<file path="config.mk">
export PLATFORM = sky130hd
export DESIGN_NAME = div_period_meter
export DESIGN_NICKNAME = d
export VERILOG_FILES = /design/src/rtl/div_meter_pkg.sv /design/src/rtl/sync_edge_det.sv /design/src/rtl/div_period_meter.sv
export SDC_FILE = /design/constraint.sdc
export NUM_CORES = 1
export LEC_CHECK = 0
export ABC_AREA = 1
export CORE_MARGIN = 5
export CORE_UTILIZATION = 35
export CTS_CLUSTER_DIAMETER = 60
export DETAILED_ROUTE_END_ITERATION = 6
export DONT_BUFFER_PORTS = 1
export PLACE_DENSITY = 0.59
export SLEW_MARGIN = 20
export SYNTH_ARGS = -nofsm -noshare
export SYNTH_HDL_FRONTEND = slang
export SYNTH_SLANG_ARGS = --single-unit
</file>
<file path="constraint.sdc">
create_clock -name clk -period 2.1 [get_ports clk]
set_clock_uncertainty 0.15 [all_clocks]
set_input_delay 0.42 -clock clk [delete_from_list [all_inputs] [get_ports clk]]
set_output_delay 0.42 -clock clk [all_outputs]
set_load 0.01 [all_outputs]
</file>
<file path="src/rtl/div_meter_pkg.sv">
// Shared types and defaults for the divider period meter.
// Holds the FSM state type and the counter ceiling helper.
package div_meter_pkg;

    typedef enum logic {
        IDLE = 1'b0,
        MEAS = 1'b1
    } state_t;

    localparam int CNT_W_DEF       = 16;
    localparam int SYNC_STAGES_DEF = 2;

    // Largest value a w-bit unsigned counter can hold.
    function automatic logic [63:0] cnt_max(input int w);
        return (64'd1 << w) - 64'd1;
    endfunction

endpackage

</file>
<file path="src/rtl/sync_edge_det.sv">
// Synchronizer chain for an asynchronous input plus a
// one-cycle rising-edge pulse on the synchronized level.
module sync_edge_det
    import div_meter_pkg::*;
#(
    parameter int SYNC_STAGES = SYNC_STAGES_DEF
) (
    input  logic clk,
    input  logic r,
    input  logic d,
    output logic s,
    output logic rise
);

    logic [SYNC_STAGES-1:0] chain;
    logic                   s_d;

    // Shift the raw input through the chain; keep a delayed copy for edge detect.
    always_ff @(posedge clk or negedge r) begin
        if (!r) begin
            chain <= '0;
            s_d   <= 1'b0;
        end else begin
            chain <= {chain[SYNC_STAGES-2:0], d};
            s_d   <= chain[SYNC_STAGES-1];
        end
    end

    assign s    = chain[SYNC_STAGES-1];
    assign rise = s & ~s_d;

endmodule

</file>
<file path="src/rtl/div_period_meter.sv">
// Measures rise-to-rise period of a slow divided signal in clk cycles,
// flags lock and timeout. Macro DIV_METER_HIGH_EN enables high-time capture.
module div_period_meter
    import div_meter_pkg::*;
#(
    parameter int CNT_W       = CNT_W_DEF,
    parameter int SYNC_STAGES = SYNC_STAGES_DEF
) (
    input  logic             clk,
    input  logic             r,
    input  logic             div_in,
    output logic [CNT_W-1:0] period_o,
    output logic [CNT_W-1:0] high_o,
    output logic             valid_o,
    output logic             locked_o,
    output logic             timeout_o
);

    localparam logic [CNT_W-1:0] CMAX = CNT_W'(cnt_max(CNT_W));
    localparam logic [CNT_W-1:0] ONE  = CNT_W'(1);

    logic             s;
    logic             rise;
    state_t           state;
    logic [CNT_W-1:0] cnt;

    sync_edge_det #(
        .SYNC_STAGES(SYNC_STAGES)
    ) u_sync (
        .clk  (clk),
        .r    (r),
        .d    (div_in),
        .s    (s),
        .rise (rise)
    );

    // Period FSM: first rise arms, later rises capture; saturation drops to IDLE.
    always_ff @(posedge clk or negedge r) begin
        if (!r) begin
            state     <= IDLE;
            cnt       <= '0;
            period_o  <= '0;
            valid_o   <= 1'b0;
            locked_o  <= 1'b0;
            timeout_o <= 1'b0;
        end else begin
            valid_o <= 1'b0;
            unique case (state)
                IDLE: begin
                    if (rise) begin
                        state     <= MEAS;
                        cnt       <= ONE;
                        timeout_o <= 1'b0;
                    end
                end
                MEAS: begin
                    if (rise) begin
                        period_o <= cnt;
                        valid_o  <= 1'b1;
                        locked_o <= (cnt == period_o);
                        cnt      <= ONE;
                    end else if (cnt == CMAX) begin
                        timeout_o <= 1'b1;
                        locked_o  <= 1'b0;
                        state     <= IDLE;
                    end else begin
                        cnt <= cnt + ONE;
                    end
                end
            endcase
        end
    end

`ifdef DIV_METER_HIGH_EN
    logic [CNT_W-1:0] hcnt;

    // Count high cycles since the last rise; capture alongside the period.
    always_ff @(posedge clk or negedge r) begin
        if (!r) begin
            hcnt   <= '0;
            high_o <= '0;
        end else begin
            if (rise) begin
                hcnt <= ONE;
            end else if (s && hcnt != CMAX) begin
                hcnt <= hcnt + ONE;
            end
            if (state == MEAS && rise) begin
                high_o <= hcnt;
            end
        end
    end
`else
    logic unused_s;
    assign unused_s = s;
    assign high_o   = '0;
`endif

endmodule
</file>
==> impl_metrics.toml <==
[die]
die_area_um2 = 8270
die_x_um = 90.9
core_um2 = 6350
rows = 29
io_pins = 38
die_y_um = 90.9
start_util = 0.361

[clock_network]
clk_pin_slew_ps = 80
clock-sinks = 39
htree_levels = 2
cts_root_buffer = "clkbuf_8"
cts_tree = "yes"
cts_inserted_buffers = 5
cts_buffer_depth = 2
cts_hold_buffers = 2
cts_setup_buffers = 0
clkLatencyLatePin_ps = 280
cts_resized = 0

[setup_path]
timing.rr.end = "cnt[3]"
end_kind = "flop"
path_max_fanout = 13
worst_setup_path_start_kind = "flop"
cp_slowest_cell = "dfrtp_1"
arrival_ps = 1910
cp.required_ps = 2120
cp_cell_sequence = "ha_1 -> nand2_2 -> nor2_2 -> nand2_4 -> o21ai_4 -> nand2_4 -> nand2_2 -> o21ai_2"
critPathKind = "flop to flop"
r2r-start = "cnt[0]"
rrSetupSlack_ps = 210
crit_path_max_incr_delay_ps = 460
reg2regPathDepth = 8

[hold_path]
hold_path_startpoint = "u_sync.chain[0]"
whs_path_depth = 0
hp-class = "flop to flop"
hold_end = "u_sync.chain[1]"

[global_routing]
grt_first_pass_wirelength_mm = 9.04
grt_overflow = 0
grt_util_all_layers = 0.134
grt_max_degree = 40
use_met3 = 0.0383
grt_pass1_vias = 1785
met2_usage = 0.207
busiest_layer = "met2"
gr-usage-met1 = 0.188
antenna_found_initial = 0

[sta]
rsz0062_at_grt = "false"
finalHoldViolCount = 0
fin_ws_ps = 213
fin_crit_ps = 1890
fin_hold_ws_ps = 203
max_clock_freq_mhz = 530
drv_slew = 0
setup_viol = 0
setup_tns_ps = 0
period_share = 0.899

[power]
ir_drop_mv = 0.360
finalPower_mw = 1.83
powerDensity_nw_per_um2 = 759
p_leak_nw = 1.19

[detailed_routing]
via_per_inst = 4.79
ant_nets = 0
drt-total-wl_mm = 5.28
drtIter0Drc = 126
drc = 0
wl_per_cell_um = 14.2
vias = 1786
firstDrtPassIters = 4

[placement]
dpl_worst_slack_ps = 233
post-dp-hpwl_mm = 3.85
gp_congestion = 0.867
numPortBuffers = 0

[flow_run]
drv_cap = 0

[synthesis]
synth_cell_types = 29
yosysWarnings = 0
synthesis.instances = 294
syn-cell-area_um2 = 2290
ys_ff_latch = 39
ys_seq_area_frac = 0.426
avgSynthCellArea_um2 = 7.80

[final_layout]
drive_gt1_frac = 0.122
num_antenna_cells = 0
num-nets-final = 300
syn_to_final_growth_pct = 5.08
final.fill_count = 661

[outcome]
status = "finished, final reports clean"
-- critical path, delay by kind of cell, from the launching register on --
kind / cells / cell delay (ps)
AND/OR/NAND/NOR: 5 / 680
adder cells (fa/ha/maj): 1 / 230
flip-flops: 1 / 460
AO/OA/AOI/OAI: 2 / 250
-- synthesized netlist by cell type --
cell | number | share of area
a21oi_1 | 2 | 0.0044
and2_1 | 1 | 0.0027
buf_2 | 5 | 0.011
buf_4 | 18 | 0.059
buf_6 | 2 | 0.0098
clkbuf_1 | 1 | 0.0016
conb_1 | 1 | 0.0016
dfrtp_1 | 39 | 0.43
ha_1 | 1 | 0.0055
inv_1 | 29 | 0.047
inv_2 | 3 | 0.0049
nand2_1 | 82 | 0.13
nand2_2 | 4 | 0.011
nand2_4 | 3 | 0.015
nand3_1 | 16 | 0.035
nand3_2 | 1 | 0.0044
nand4_1 | 12 | 0.033
nor2_1 | 22 | 0.036
nor2_2 | 3 | 0.0082
nor2_4 | 2 | 0.0098
nor3_1 | 3 | 0.0065
o21ai_0 | 18 | 0.039
o21ai_1 | 4 | 0.0087
o21ai_2 | 7 | 0.027
o21ai_4 | 1 | 0.0071
o21bai_1 | 1 | 0.0033
or2_2 | 1 | 0.0027
xnor2_1 | 7 | 0.027
xor2_1 | 5 | 0.019
-- per-stage QoR --
step	instances	area [um2]	utilization
3_3_place_gp	363	2280	0.359
3_5_place_dp	363	2280	0.359
2_1_floorplan	309	2350	-
6_report	373	2410	0.379
5_1_grt	373	2410	0.379
4_1_cts	372	2400	0.378
-- routing by layer --
| layer | vias up | part of all wire |
|---|---|---|
| met4 | 0 | 0.0047 |
| met3 | 2 | 0.064 |
| met2 | 43 | 0.44 |
| li1 | 900 | - |
| met5 | - | 0 |
| met1 | 841 | 0.49 |
-- sequential cells by signal, summed over array words and instances, names as in the netlist --
name / count
u_sync.chain: 2
period_o: 16
timeout_o: 1
state: 1
valid_o: 1
cnt: 16
locked_o: 1
u_sync.s_d: 1
-- logic make-up (layout without fill, tap and decap cells) --
logic type	after synthesis	after routing	share of synthesized area
DFF	39	39	0.426
xor gates and xnor gates	12	12	0.0459
adders and majority gates	1	1	0.00546
other	1	16	0.00164
and+or+nand+nor	150	150	0.298
AOI/OAI and AO/OA	33	33	0.0895
buffers and inverters	58	45	0.134
-- layout by cell type, fill, tap and decap left out --
cell type,netlist,routed
nor3_1,3,3
buf_12,0,1
dfrtp_1,39,39
nand2_2,4,4
nor2_2,3,3
o21ai_1,4,4
or2_2,1,1
nor2_4,2,2
o21bai_1,1,1
nand4_1,12,12
and2_1,1,1
ha_1,1,1
clkinv_2,0,1
nand3_2,1,1
buf_4,18,3
o21ai_2,7,7
nand2_4,3,3
dlygate4sd3_1,0,2
nand2_1,82,82
xnor2_1,7,7
a21oi_1,2,2
conb_1,1,16
clkbuf_8,0,6
inv_1,29,29
nand3_1,16,16
xor2_1,5,5
inv_2,3,3
o21ai_4,1,1
o21ai_0,18,18
nor2_1,22,22
-- layout make-up --
class | count | area (um2) | area share
timing repair buffer | 6 | 62.6 | 0.0260
tap | 77 | 96.3 | 0.0400
inverter | 32 | 120 | 0.0499
sequential | 39 | 976 | 0.405
multi-input combinational | 212 | 1070 | 0.443
clock buffer | 6 | 82.6 | 0.0343
clock inverter | 1 | 5.00 | 0.00208
-- power by group --
part / switching, mW / internal [mW]
registers: 0.136 / 0.832
logic: 0.209 / 0.133
clock network: 0.260 / 0.258
total: 0.606 / 1.22
-- worst max path at each step --
stage / depth (start not counted) / start / slack (ps) / endpoint
2_1_floorplan: 9 / cnt[1] / 410 / cnt[3]
3_3_place_gp: 8 / cnt[0] / 300 / cnt[3]
3_5_place_dp: 8 / cnt[0] / 230 / cnt[3]
4_1_cts: 8 / cnt[0] / 210 / cnt[3]
5_1_grt: 9 / cnt[0] / 70 / cnt[13]
6_report: 8 / cnt[0] / 210 / cnt[3]
(Power assumes the default switching activity.)
==> RTL edit 1 (same settings) <==
Build with the macro `DIV_METER_HIGH_EN` defined.
--- a/src/rtl/div_period_meter.sv
+++ b/src/rtl/div_period_meter.sv
@@ -1,5 +1,7 @@
 // Measures rise-to-rise period of a slow divided signal in clk cycles,
 // flags lock and timeout. Macro DIV_METER_HIGH_EN enables high-time capture.
+`define DIV_METER_HIGH_EN
+
 module div_period_meter
     import div_meter_pkg::*;
 #(
Behaviour: not the same (a bounded check fails within 10 cycles, from zero or initial values).
==> RTL edit 1 against the original RTL <==
  * The run now ends with hold timing left
  * Non-clock buffer count rose by 1
  * Worst hold slack got worse by 0.59 ns
  * Sequential cell count rose by 32
  * Count of clock-buffer cells in the layout rose by 4
  * Sequential power rose by 68%
  * Power rose by 69%
  * Cell area rose by 69%
  * Worst setup slack got worse by 0.0020 ns
  * Critical path depth did not move
  * Wire length rose by 77%
  * Combinational power rose by 26%
  * Synthesized area rose by 64%
  * Utilization rose by 1.2 points
  * Largest cell class is now sequential cells
  * Highest routed layer unchanged
==> RTL edit 1: results (changes against the original RTL) <==
| Metric | Value |
|---|---|
| Unique masters post-synth | `26 (was 29)` |
| Crit path setup slack, layout | `0.211 ns (was 0.213 ns)` |
| CTS buffer count | `9 (was 5)` |
| Gp weighted congestion | `0.895 (was 0.867)` |
| Synth Area in XOR/XNOR | `2.33% (was 4.59%)` |
| Leading cell types by total area after synthesis | `dfrtp_1 47%, nand2_1 14%, o21ai_0 6.7%, inv_1 5.0%, nor2_1 4.5% (was dfrtp_1 43%, nand2_1 13%, buf_4 5.9%, inv_1 4.7%, o21ai_0 3.9%)` |
| Number of vias in the routed layout | `3132 (was 1786)` |
| Cts hold-fix bufs | `1 (was 2)` |
| WHS | `-0.385 ns (was 0.203 ns)` |
| Status | `finished, violations left (was complete, no violations)` |
| Adder and majority gate portion of the synthesized area | `0.666% (was 0.546%)` |
| Mean post-synth cell area | `7.75 um^2 (was 7.80 um^2)` |
| Pin count of the biggest net entering global routing | `72 (was 40)` |
| Post-layout nets | `492 (was 300)` |
| Worst supply voltage drop on vdd | `0.289 mV (was 0.360 mV)` |
| Total Wirelength | `9350 um (was 5280 um)` |
| Insertion delay of the later-clocked pin in the worst-skew pair | `0.35 ns (was 0.28 ns)` |
| Complex-gate fraction of the synthesized area | `10.0% (was 8.95%)` |
| Post-DP HPWL | `7000 um (was 3850 um)` |
| Final hold violation count | `71 (was 0)` |
| Static leakage power | `1.93 nW (was 1.19 nW)` |
| Detail-routed net length per standard cell | `14.9 um (was 14.2 um)` |
| Portion of the post-synthesis area used by sequential elements | `47.3% (was 42.6%)` |
| First-pass GRT wire length | `15800 um (was 9040 um)` |
| Failing checks | `hold timing` |
| Layout cells sized above 1 | `11.6% (was 12.2%)` |
| Depth of the CTS H-tree | `3 (was 2)` |
| Hold WC Path Type | `in2async (was reg2reg)` |
| Critical path arrival | `1.96 ns (was 1.91 ns)` |
| Switching Power | `0.936 mW (was 0.606 mW)` |
[RTL edit 1: timing repair]
item / 4_1_cts / 5_1_grt
setup endpoints to repair: 0 / 1
endpoints found under the hold margin: 72 / 71
resized for setup: 0 / 1
[RTL edit 1: worst min path at each step]
stage | slack (ns) | to | cells past startpoint | startpoint
3_3_place_gp | -0.02 | period_o[12] | 0 | r
2_1_floorplan | -0.03 | cnt[0] | 0 | r
5_1_grt | -0.41 | high_o[4] | 0 | r
4_1_cts | -0.40 | hcnt[1] | 0 | r
6_report | -0.39 | period_o[12] | 0 | r
3_5_place_dp | -0.02 | period_o[12] | 0 | r
[RTL edit 1: cells by family (layout without fill, tap and decap cells)]
logic type      Yosys count  after routing
buf+inv                  67             72
simple gates            269            269
xor+xnor                 10             10
compound gates           66             66
fa+ha+maj                 2              2
flops                    71             71
[RTL edit 1: final cells by class]
type	count	area (um^2)
clock buffer	10	128
clock inverter	4	48.8
fill	1077	6340
inverter	51	191
multi-input combinational	347	1710
sequential	71	1780
tap	136	170
timing repair buffer	7	55.1
[RTL edit 1: power by group through the flow]
stage	registers [mW]	clock network (mW)	logic [mW]
global route	1.65	1.13	0.502
floorplan	1.62	0	0.328
CTS	1.64	1.07	0.438
global placement	1.66	0	0.431
finish	1.63	1.04	0.430
detailed placement	1.66	0	0.432
[RTL edit 1: critical path, stage by stage, from the launching register on]
cell     delay (ns)
dfrtp_1        0.40
ha_2           0.25
nand3_2        0.17
nor2_4         0.21
nand2_4        0.09
nand2_2        0.08
nand2_2        0.21
nand2_1        0.16
o21ai_2        0.06
[RTL edit 1: routing by layer]
layer  track usage, %  vias to the layer above  wire length (um)
met5                0                        -                 0
met4             4.89                        0               160
met3             3.98                       15               422
met2             26.3                       64              4780
met1             18.9                     1481              3990
li1                 -                     1572                 -
==> RTL edit 2 (same flow settings) <==
Made on the original files. Register the input `div_in` before use, without a reset. The logic sees it one clock later.
--- a/src/rtl/div_period_meter.sv
+++ b/src/rtl/div_period_meter.sv
@@ -19,6 +19,12 @@
     localparam logic [CNT_W-1:0] CMAX = CNT_W'(cnt_max(CNT_W));
     localparam logic [CNT_W-1:0] ONE  = CNT_W'(1);
 
+    logic div_q;
+
+    always_ff @(posedge clk) begin
+        div_q <= div_in;
+    end
+
     logic             s;
     logic             rise;
     state_t           state;
@@ -29,7 +35,7 @@
     ) u_sync (
         .clk  (clk),
         .r    (r),
-        .d    (div_in),
+        .d    (div_q),
         .s    (s),
         .rise (rise)
     );
Function: changed (Yosys sat finds a counterexample within 10 cycles, from zero or initial values).
==> RTL edit 2 against the original RTL <==
  * Cell area up 0.93%
  * Sequential cell count up 1
  * Largest cell class unchanged
  * Critical path depth stayed put
  * Synthesized cell count up 0.34%
  * Power is 0.56% higher
  * Worst setup slack lost 0.0077 ns
  * Wire length shrank 3.4%
  * Synthesized area rose by 0.87%
  * Sequential share of layout area up 0.45 points
==> RTL edit 2: results (changes against the original RTL) <==
| Metric | Value |
|---|---|
| Commonest cells post-synth | `82 x nand2_1, 39 x dfrtp_1, 29 x inv_1 (unchanged)` |
| Pin count of the biggest net entering global routing | `40 (unchanged)` |
| Portion of the post-synthesis area used by sequential elements | `43.1% (was 42.6%)` |
| Prevailing post-synth register cell | `dfrtp_1 (unchanged)` |
| Layout cells sized above 1 | `11.7% (was 12.2%)` |
| Insertion delay of the later-clocked pin in the worst-skew pair | `0.30 ns (was 0.28 ns)` |
| Via-to-Cell Ratio | `4.78 (was 4.79)` |
| Unique masters post-synth | `30 (was 29)` |
| Clock edge transition at the registers on the reported setup and hold paths | `0.07 ns` |
| All-layer global routing usage | `13.1% (was 13.4%)` |
| Slack of the worst reg-to-reg path | `0.21 ns` |
| Async set or reset register ratio after synthesis | `97.5% (was 100%)` |
| Clock tree buffer depth | `2 (unchanged)` |
| Number of DRC markers in iteration 0 | `137 (was 126)` |
| Root Buffer | `clkbuf_8 (unchanged)` |
| Status | `complete, no violations (unchanged)` |
| Yosys warning total | `0 (unchanged)` |
| Finished Cell Area | `2430 um^2 (was 2410 um^2)` |
| Final setup fails | `0 (unchanged)` |
| Static leakage power | `1.20 nW (was 1.19 nW)` |
| Via count of the first global-routing pass | `1732 (was 1785)` |
| Gp weighted congestion | `0.880 (was 0.867)` |
| Depth of the CTS H-tree | `2 (unchanged)` |
| Filler instances | `659 (was 661)` |
| Number of enable-type register cells in the synthesized netlist | `0 (unchanged)` |
| Resized cells post-CTS | `0 (unchanged)` |
| Hold WC Path Type | `reg2reg (unchanged)` |
| Worst supply voltage drop on vdd | `0.349 mV (was 0.360 mV)` |
| Placed inst area | `2300 um^2 (was 2280 um^2)` |
| Post-DP HPWL | `3780 um (was 3850 um)` |
| Leading cell types by total area after synthesis | `dfrtp_1 42%, nand2_1 13%, buf_4 5.8%, inv_1 4.7%, o21ai_0 3.9% (was dfrtp_1 43%, nand2_1 13%, buf_4 5.9%, inv_1 4.7%, o21ai_0 3.9%)` |
| Count of inserted antenna diode cells | `0 (unchanged)` |
| First-pass GRT wire length | `8910 um (was 9040 um)` |
| Total Wirelength | `5100 um (was 5280 um)` |
RTL edit 2: kinds of logic (layout without fill, tap and decap cells):
logic type	Yosys count	count (layout)	share of synthesized area, %
AO/OA/AOI/OAI	33	33	8.88
adder cells (fa/ha/maj)	1	1	0.541
buffers and inverters	58	46	13.3
XOR/XNOR	12	12	4.55
AND/OR/NAND/NOR	150	150	29.5
other	1	16	0.162
flip-flops	40	40	43.1
RTL edit 2: metrics by stage:
stage / instances / worst slack, ns / hold WS (ns)
after global routing: 375 / 0.0402 / 0.193
after global placement: 364 / 0.284 / -0.0238
after detailed placement: 364 / 0.232 / -0.0239
final: 375 / 0.205 / 0.180
after floorplan: 310 / 0.406 / -0.0256
after CTS: 375 / 0.214 / 0.183
RTL edit 2: power by group:
part           switching [mW]  leakage, nW  internal [mW]
combinational           0.194        0.622          0.129
sequential              0.131        0.529          0.850
clock                   0.267       0.0455          0.268
total                   0.592         1.20           1.25
RTL edit 2: timing repair:
action	CTS	global route
hold endpoints to repair	40	0
setup buffers	0	0
hold buffers	3	0
RTL edit 2: worst max-delay path: stages (launching register included):
cell and delay [ns]:
dfrtp_1 0.45, ha_1 0.23, nand2_2 0.07, nor2_2 0.22, nand2_4 0.10, o21ai_4 0.21
nand2_4 0.18, nand3_2 0.12, nand2_1 0.05
RTL edit 2: routing by layer:
layer	routed length [um]	vias to the layer above	global-route usage, %
li1	-	909	-
met1	2450	817	18.3
met2	2180	58	19.8
met3	389	8	3.55
met4	78	0	4.40
met5	0	-	0
RTL edit 2: area by class of cell:
class                           instances  share of cell area [%]
Sequential cell                        40                    41.0
Inverter                               32                    4.94
Clock buffer                            8                    3.71
Timing Repair Buffer                    6                    2.57
Multi-Input combinational cell        212                    43.8
Tap cell                               77                    3.96
RTL edit 2: worst paths after layout:
kind                             start         endpoint  depth (start not counted)
worst min register to register   div_q  u_sync.chain[0]                          0
worst max-delay path            cnt[1]           cnt[5]                          8
max in group asynchronous            r      period_o[2]                          2
worst min-delay path             div_q  u_sync.chain[0]                          0
worst max register to register  cnt[1]           cnt[5]                          8
min in group asynchronous            r      period_o[9]                          2
